[src/rtl/irq_encoder4_if.sv]
// Request/acknowledge bundle between peripherals, consumer and irq_encoder4.
// The slave modport is the encoder's view; master is the environment's view.
interface irq_encoder4_if;
  logic [3:0] req;
  logic [3:0] mask;
  logic       ack;
  logic       irq;
  logic [1:0] vec;
  logic [3:0] pend;
  logic [3:0] ovf;

  modport slave (
    input  req,
    input  mask,
    input  ack,
    output irq,
    output vec,
    output pend,
    output ovf
  );

  modport master (
    output req,
    output mask,
    output ack,
    input  irq,
    input  vec,
    input  pend,
    input  ovf
  );
endinterface

[src/rtl/irq_encoder4.sv]
// Four-source edge-triggered interrupt encoder: latches request edges, flags overruns,
// and presents the highest-priority unmasked pending source to a consumer with ack handshake.
module irq_encoder4 (
  input logic           clk,
  input logic           rst_n,
  irq_encoder4_if.slave bus
);

  typedef enum logic [1:0] {
    StIdle   = 2'd0,
    StAssert = 2'd1,
    StHold   = 2'd2
  } state_e;

  state_e     state_q;
  logic [3:0] req_q;
  logic [3:0] pend_q, pend_d;
  logic [3:0] ovf_q, ovf_d;
  logic       irq_q;
  logic [1:0] vec_q;

  logic [3:0] rise;
  logic [3:0] clr;
  logic [3:0] elig;
  logic [1:0] enc;
  logic       serviced;

  always_comb begin
    rise     = bus.req & ~req_q;
    serviced = (state_q == StAssert) && bus.ack;
    clr      = 4'b0000;
    if (serviced) begin
      clr[vec_q] = 1'b1;
    end

    // A new edge always wins over a same-cycle clear.
    pend_d = rise | (pend_q & ~clr);

    ovf_d = ovf_q;
    for (int i = 0; i < 4; i++) begin
      if (clr[i] && rise[i]) begin
        ovf_d[i] = ovf_q[i];
      end else if (clr[i]) begin
        ovf_d[i] = 1'b0;
      end else begin
        ovf_d[i] = ovf_q[i] | (rise[i] & pend_q[i]);
      end
    end

    elig = pend_q & ~bus.mask;
    enc  = 2'd0;
    for (int i = 3; i >= 0; i--) begin
      if (elig[i]) begin
        enc = 2'(i);
      end
    end
  end

  always_ff @(posedge clk) begin
    if (!rst_n) begin
      state_q <= StIdle;
      req_q   <= 4'b0000;
      pend_q  <= 4'b0000;
      ovf_q   <= 4'b0000;
      irq_q   <= 1'b0;
      vec_q   <= 2'b00;
    end else begin
      req_q  <= bus.req;
      pend_q <= pend_d;
      ovf_q  <= ovf_d;
      case (state_q)
        StIdle: begin
          if (|elig) begin
            state_q <= StAssert;
            irq_q   <= 1'b1;
            vec_q   <= enc;
          end
        end
        // vec stays frozen here; masking does not withdraw the request.
        StAssert: begin
          if (bus.ack) begin
            state_q <= StHold;
            irq_q   <= 1'b0;
          end
        end
        StHold: begin
          state_q <= StIdle;
          irq_q   <= 1'b0;
        end
        default: begin
          state_q <= StIdle;
          irq_q   <= 1'b0;
        end
      endcase
    end
  end

  assign bus.irq  = irq_q;
  assign bus.vec  = vec_q;
  assign bus.pend = pend_q;
  assign bus.ovf  = ovf_q;

endmodule

[src/flat_wrapper.sv]
// flat-port wrapper written by rule: the top's interface ports become plain ports
module irq_encoder4_flat 
  (clk, rst_n, bus_req, bus_mask, bus_ack, bus_irq, bus_vec, bus_pend, bus_ovf);
  irq_encoder4_if bus_i ();
  input logic clk;
  input logic rst_n;
  input wire logic [$bits(bus_i.req)-1:0] bus_req;
  input wire logic [$bits(bus_i.mask)-1:0] bus_mask;
  input wire logic [$bits(bus_i.ack)-1:0] bus_ack;
  output wire logic [$bits(bus_i.irq)-1:0] bus_irq;
  output wire logic [$bits(bus_i.vec)-1:0] bus_vec;
  output wire logic [$bits(bus_i.pend)-1:0] bus_pend;
  output wire logic [$bits(bus_i.ovf)-1:0] bus_ovf;
  assign bus_i.req = bus_req;
  assign bus_i.mask = bus_mask;
  assign bus_i.ack = bus_ack;
  assign bus_irq = bus_i.irq;
  assign bus_vec = bus_i.vec;
  assign bus_pend = bus_i.pend;
  assign bus_ovf = bus_i.ovf;
  irq_encoder4 u_core (.clk(clk), .rst_n(rst_n), .bus(bus_i));
endmodule
[config.mk]
export PLATFORM = sky130hd
export DESIGN_NAME = irq_encoder4_flat
export DESIGN_NICKNAME = d
export VERILOG_FILES = /design/src/rtl/irq_encoder4_if.sv /design/src/rtl/irq_encoder4.sv /design/src/flat_wrapper.sv
export SDC_FILE = /design/constraint.sdc
export NUM_CORES = 1
export LEC_CHECK = 0
export CAP_MARGIN = 5
export CORE_UTILIZATION = 42
export DETAILED_ROUTE_END_ITERATION = 10
export PLACE_DENSITY = 0.74
export SETUP_SLACK_MARGIN = 0.2
export SLEW_MARGIN = 10
export SYNTH_ARGS = -nofsm -noshare
export SYNTH_HDL_FRONTEND = slang
export SYNTH_SLANG_ARGS = --single-unit
[constraint.sdc]
create_clock -name clk -period 1 [get_ports clk]
set_input_delay 0.2 -clock clk [delete_from_list [all_inputs] [get_ports clk]]
set_output_delay 0.2 -clock clk [all_outputs]
set_load 0.01 [all_outputs]
Word-level counts from Yosys, hierarchy flattened
Index checks and enable logic that the tools add are counted.

Word-level logic and storage cells: 56. Memory bits (writable): 0. Bits of input ports: 11. Latch bits: 0. Register bits: 17. Bits in read-only memories: 0. Memories: 0.

Multiplexer cells: 17. Shift operators: 0. Magnitude comparators: 2. Divide/modulo/power cells: 0. Multipliers: 0. Equality and inequality tests: 3. $add $sub $neg: 0. Reduce and logical (&&, ||, !) cells: 10. Bitwise operators: 15.

Operators by type and width (count): 4-bit bitwise AND (3); 2-bit 2-to-1 mux (6); 4-bit inverter (3); 1-bit 2-to-1 mux (7); 1-bit logical AND (6); 1-bit bitwise AND (4); 4-bit 2-to-1 mux (1); 1-bit bitwise OR (4); 4-bit bitwise OR (1); 2-bit one-hot mux with 2 select lines (1); 2-bit AND reduction (2); 4-bit OR reduction (1); 2-bit by 3-bit less-than comparator with 1-bit output (second input constant) (1); 1-bit demux with 2-bit select (1); 2-bit by 1-bit equality test with 1-bit output (second input constant) (1); 2-bit by 1-bit greater-or-equal comparator with 1-bit output (second input constant) (1); 2-bit zero test (1); 2-bit by 1-bit != test with 1-bit output (second input constant) (1); 2-bit != test (second input constant) (1); 1-bit one-hot mux with 2 select lines (1).

Logic depth before layout (Yosys ltp)
Word-level depth: 8. Gate-level depth with buffers: 4. Gate-level depth less buffers: 4.

Least setup slack after synthesis
Ideal clock, no wire load.

Path type: register to register. Start point: reg u_core.vec_q[0] (netlist: u_core.bus.vec[0]). End point: reg u_core.ovf_q[3] (netlist: u_core.bus.ovf[3]). Slack: -24 ps. Cell stages (with the launch flop): 5. Arrival: 903 ps. Period minus slack after synthesis: 1024 ps. Path buffers: 0. Setup time: 122 ps. Data required time: 878 ps. Cells stage by stage: dfxtp_1 nor2b_2 nand4_1 o21ai_0 a21oi_1.

Cells in the longest elaborated chain, start to end: 6.

Ends and longest elaborated chain: start, declared (line irq_encoder4.sv:20) `logic [1:0] vec_q;`; start signal, assigned (line irq_encoder4.sv:76) `vec_q <= enc;`; 2-bit by 3-bit less-than comparator with 1-bit output (not written as such) or 2-bit by 1-bit greater-or-equal comparator with 1-bit output (tied branches) (line irq_encoder4.sv:33) `clr[vec_q] = 1'b1;`; 1-bit logical AND (not written as such) (line irq_encoder4.sv:33); 1-bit 2-to-1 mux (not written as such) (line irq_encoder4.sv:33); 1-bit demux with 2-bit select (*); 4-bit 2-to-1 mux (*) (line irq_encoder4.sv:32) `if (serviced) begin`; 1-bit 2-to-1 mux or 1-bit logical AND (tied branches) (line irq_encoder4.sv:43, irq_encoder4.sv:41); end signal, assigned (line irq_encoder4.sv:70) `ovf_q <= ovf_d;`; end, declared (line irq_encoder4.sv:18) `logic [3:0] ovf_q, ovf_d;`.

Mark *: on every way between the ends. The rest lies on a longest branch, timed or not. A chain may end at the register's enable or synchronous reset.

Worst setup path in the final report
Start point: reg u_core.vec_q[1] (netlist: u_core.bus.vec[1]). End point: reg u_core.ovf_q[1] (netlist: u_core.bus.ovf[1]).

Same word-level chain as after synthesis.

==> run_results.csv <==
group,metric,value,unit
outcome,outcome,"finished, violations left",
outcome,violations,"negative setup slack",
yosys,yosys_warnings,0,
clock_tree,clockBufferDepth,2,
yosys,synth_area,623,um^2
critical_path,cp-end-kind,"flip-flop",
clock_tree,cts_hold_buf,0,
timing,finalSetupViolCount,7,
global_route,antenna_found_initial,0,
detailed_routing,drc,0,
yosys,post_synth_num_cell_types,16,
critical_path,path_buf_inv,0,
critical_path,reg2reg_setup_slack,-50,ps
timing,setup_ws,-53.6,ps
cells_and_area,drive_gt1_share,48.7,%
detailed_routing,drt_iter0_drc,11,
yosys,async_flop_share,0,%
place,place_congestion,0.703,
yosys,syn_area_per_cell,8.54,um^2
critical_path,crit_required,1190,ps
cells_and_area,layout_commonest_cell,"buf_6",
yosys,synthFlopType,"dfxtp_1",
critical_path,critPathMaxStageDelay,370,ps
hold_path,min_path_type,"in -> reg",
yosys,synth-seq-cells,16,
place,io_buffers,21,
timing,post-route-period-util,105,%
cells_and_area,layout_common_cells,"buf_6 (15), buf_4 (10), a21oi_1 (8), clkdlybuf4s50_1 (8)",
global_route,grt_use_total,24.9,%
critical_path,critPathLaunchType,"flip-flop",
timing,maxSlewViolCount,0,
place,placedInstanceArea,951,um^2
yosys,synth.top_cell.area_share,51.4,%
clock_tree,cts-htree-levels,1,
detailed_routing,vias,693,
detailed_routing,wl_per_cell,15.7,um
cells_and_area,antenna_cells,0,
yosys,synth_area_leaders,"dfxtp_1 (51%), a21oi_1 (7.2%), nor2b_1 (5.0%)",
timing,grt_setup_unrepaired,"true",
cells_and_area,area_growth,80.1,%
timing,fmax,0.949,GHz
die,design.die.area,0.00164,mm^2
clock_tree,root_buffer,"clkbuf_4",
cells_and_area,fin_cells,128,
critical_path,cp_max_fo,4,
critical_path,cpMaxStageDelayCell,"dfxtp_4",
critical_path,crit_path_cell_trace,"and3b_1, nand2_1, o21ai_2, a21oi_1",
detailed_routing,viasPerCell,5.41,
yosys,yosysSeqAreaShare,51.4,%
detailed_routing,first_pass_iters,4,
global_route,grt.overflow.total,0,
pwr,p_per_area,1400,mW/mm^2
clock_tree,tritoncts,"yes",
global_route,grt_pass1_vias,582,
critical_path,crit_arrival,1240,ps
cells_and_area,final_area,0.00112,mm^2
cells_and_area,final_util,84.1,%
clock_tree,cts.sinks,16,
place,dp_hpwl,1.18,mm
yosys,synth_edf_count,0,
cells_and_area,nets,125,
place,dp_cells,119,
clock_tree,cts_buffers,3,
critical_path,crit_family,"flip-flops",
timing,period_minus_slack,1050,ps
critical_path,crit_type,"reg -> reg",
die,core.rowCount,13,
clock_tree,clk_latency,290,ps
global_route,grt_max_degree,10,
timing,fin_skew,4.49,ps
yosys,synth_cells,73,
run,cap_violations,0,
timing,worst_pin_slew,244,ps
detailed_routing,routed_wirelength,2.02,mm
timing,finalHoldViolCount,0,
die,die_x,40.5,um
timing,finalSetupTns,-254,ps
die,initial_core_util,46.7,%
die,die_y,40.5,um
yosys,synth_nets,84,
timing,max_slew_margin,83.7,%
global_route,grt_pass1_wl,2.56,mm
die,core_area,0.00133,mm^2
yosys,yosysTopAreaCell,"dfxtp_1",
die,io_pins,22,
timing,whs,346,ps
detailed_routing,ant_nets,0,
clock_tree,clkTransAtPathRegs,100,ps
pwr,p_leak,0.494,nW
pwr,ir_drop,0.00103,V
==> layer usage <==
layer  track usage [%]  wire length, um
met2              42.9             1030
met4              16.7               34
met1              27.2              850
met3              4.44               98
met5                 0                0
==> synth_stat cells (3+ instances only) <==
cell	instances
dfxtp_1	16
nand2b_1	4
nor2b_1	5
nand3_1	5
o21ai_0	6
nand4_1	3
a21oi_1	9
and2_1	4
nand2_1	7
nor2_1	8
==> worst register-to-register path: stages, from the launching register on <==
cell	delay, ps
dfxtp_4	370
and3b_1	240
nand2_1	120
o21ai_2	140
a21oi_1	80
==> state kept, by name (all words and copies together), names as in the netlist <==
name and count:
u_core.bus.ovf 4, u_core.bus.pend 4, u_core.req_q 4, u_core.bus.vec 2, u_core.bus.irq 1, u_core.state_q 1
==> cell families (layout without fill, tap and decap cells) <==
| logic type | Yosys count | count (layout) | synth area share [%] |
|---|---|---|---|
| and+or+nand+nor | 39 | 39 | 33.1 |
| AOI/OAI and AO/OA | 16 | 16 | 13.3 |
| DFF | 16 | 16 | 51.4 |
| muxes | 1 | 1 | 1.61 |
| buffers and inverters | 1 | 41 | 0.602 |
==> metrics by stage <==
| stage | setup WS (ps) | total power, W |
|---|---|---|
| 6_report | -53.6 | 0.00157 |
| 5_1_grt | -111 | 0.00162 |
| 4_1_cts | -6.54 | 0.00153 |
| 3_5_place_dp | -335 | 0.00104 |
| 3_3_place_gp | -320 | 0.00103 |
| 2_1_floorplan | 76.3 | 0.000855 |
==> layout make-up <==
type	count	area, um^2
tap	15	18.8
clock buffer	4	36.3
inverter	1	5.00
fill	78	211
sequential	16	348
multi-input combinational	56	368
timing repair buffer	36	347
==> where the power goes <==
part / switching, W / internal (W)
clock network: 0.000224 / 0.000222
registers: 0.0000462 / 0.000685
logic: 0.000167 / 0.000230
total: 0.000437 / 0.00114
==> final timing paths <==
kind / to / from / depth (start not counted)
min: u_core.state_q[1]$_SDFFE_PN0P_ / bus_ack / 3
max: u_core.bus.ovf[1]$_SDFFE_PN0N_ / u_core.bus.vec[1]$_SDFFE_PN0P_ / 4
min reg2reg: u_core.bus.ovf[3]$_SDFFE_PN0N_ / u_core.bus.ovf[3]$_SDFFE_PN0N_ / 2
max reg2reg: u_core.bus.ovf[1]$_SDFFE_PN0N_ / u_core.bus.vec[1]$_SDFFE_PN0P_ / 4
==> what timing repair did <==
action                                  CTS  global route
gates cloned                              0             0
pin swaps                                 8             8
buffers inserted                          1             4
gates resized for setup                  74             8
endpoints found under the setup margin   23            22
Power figures use the tool's default switching activity.
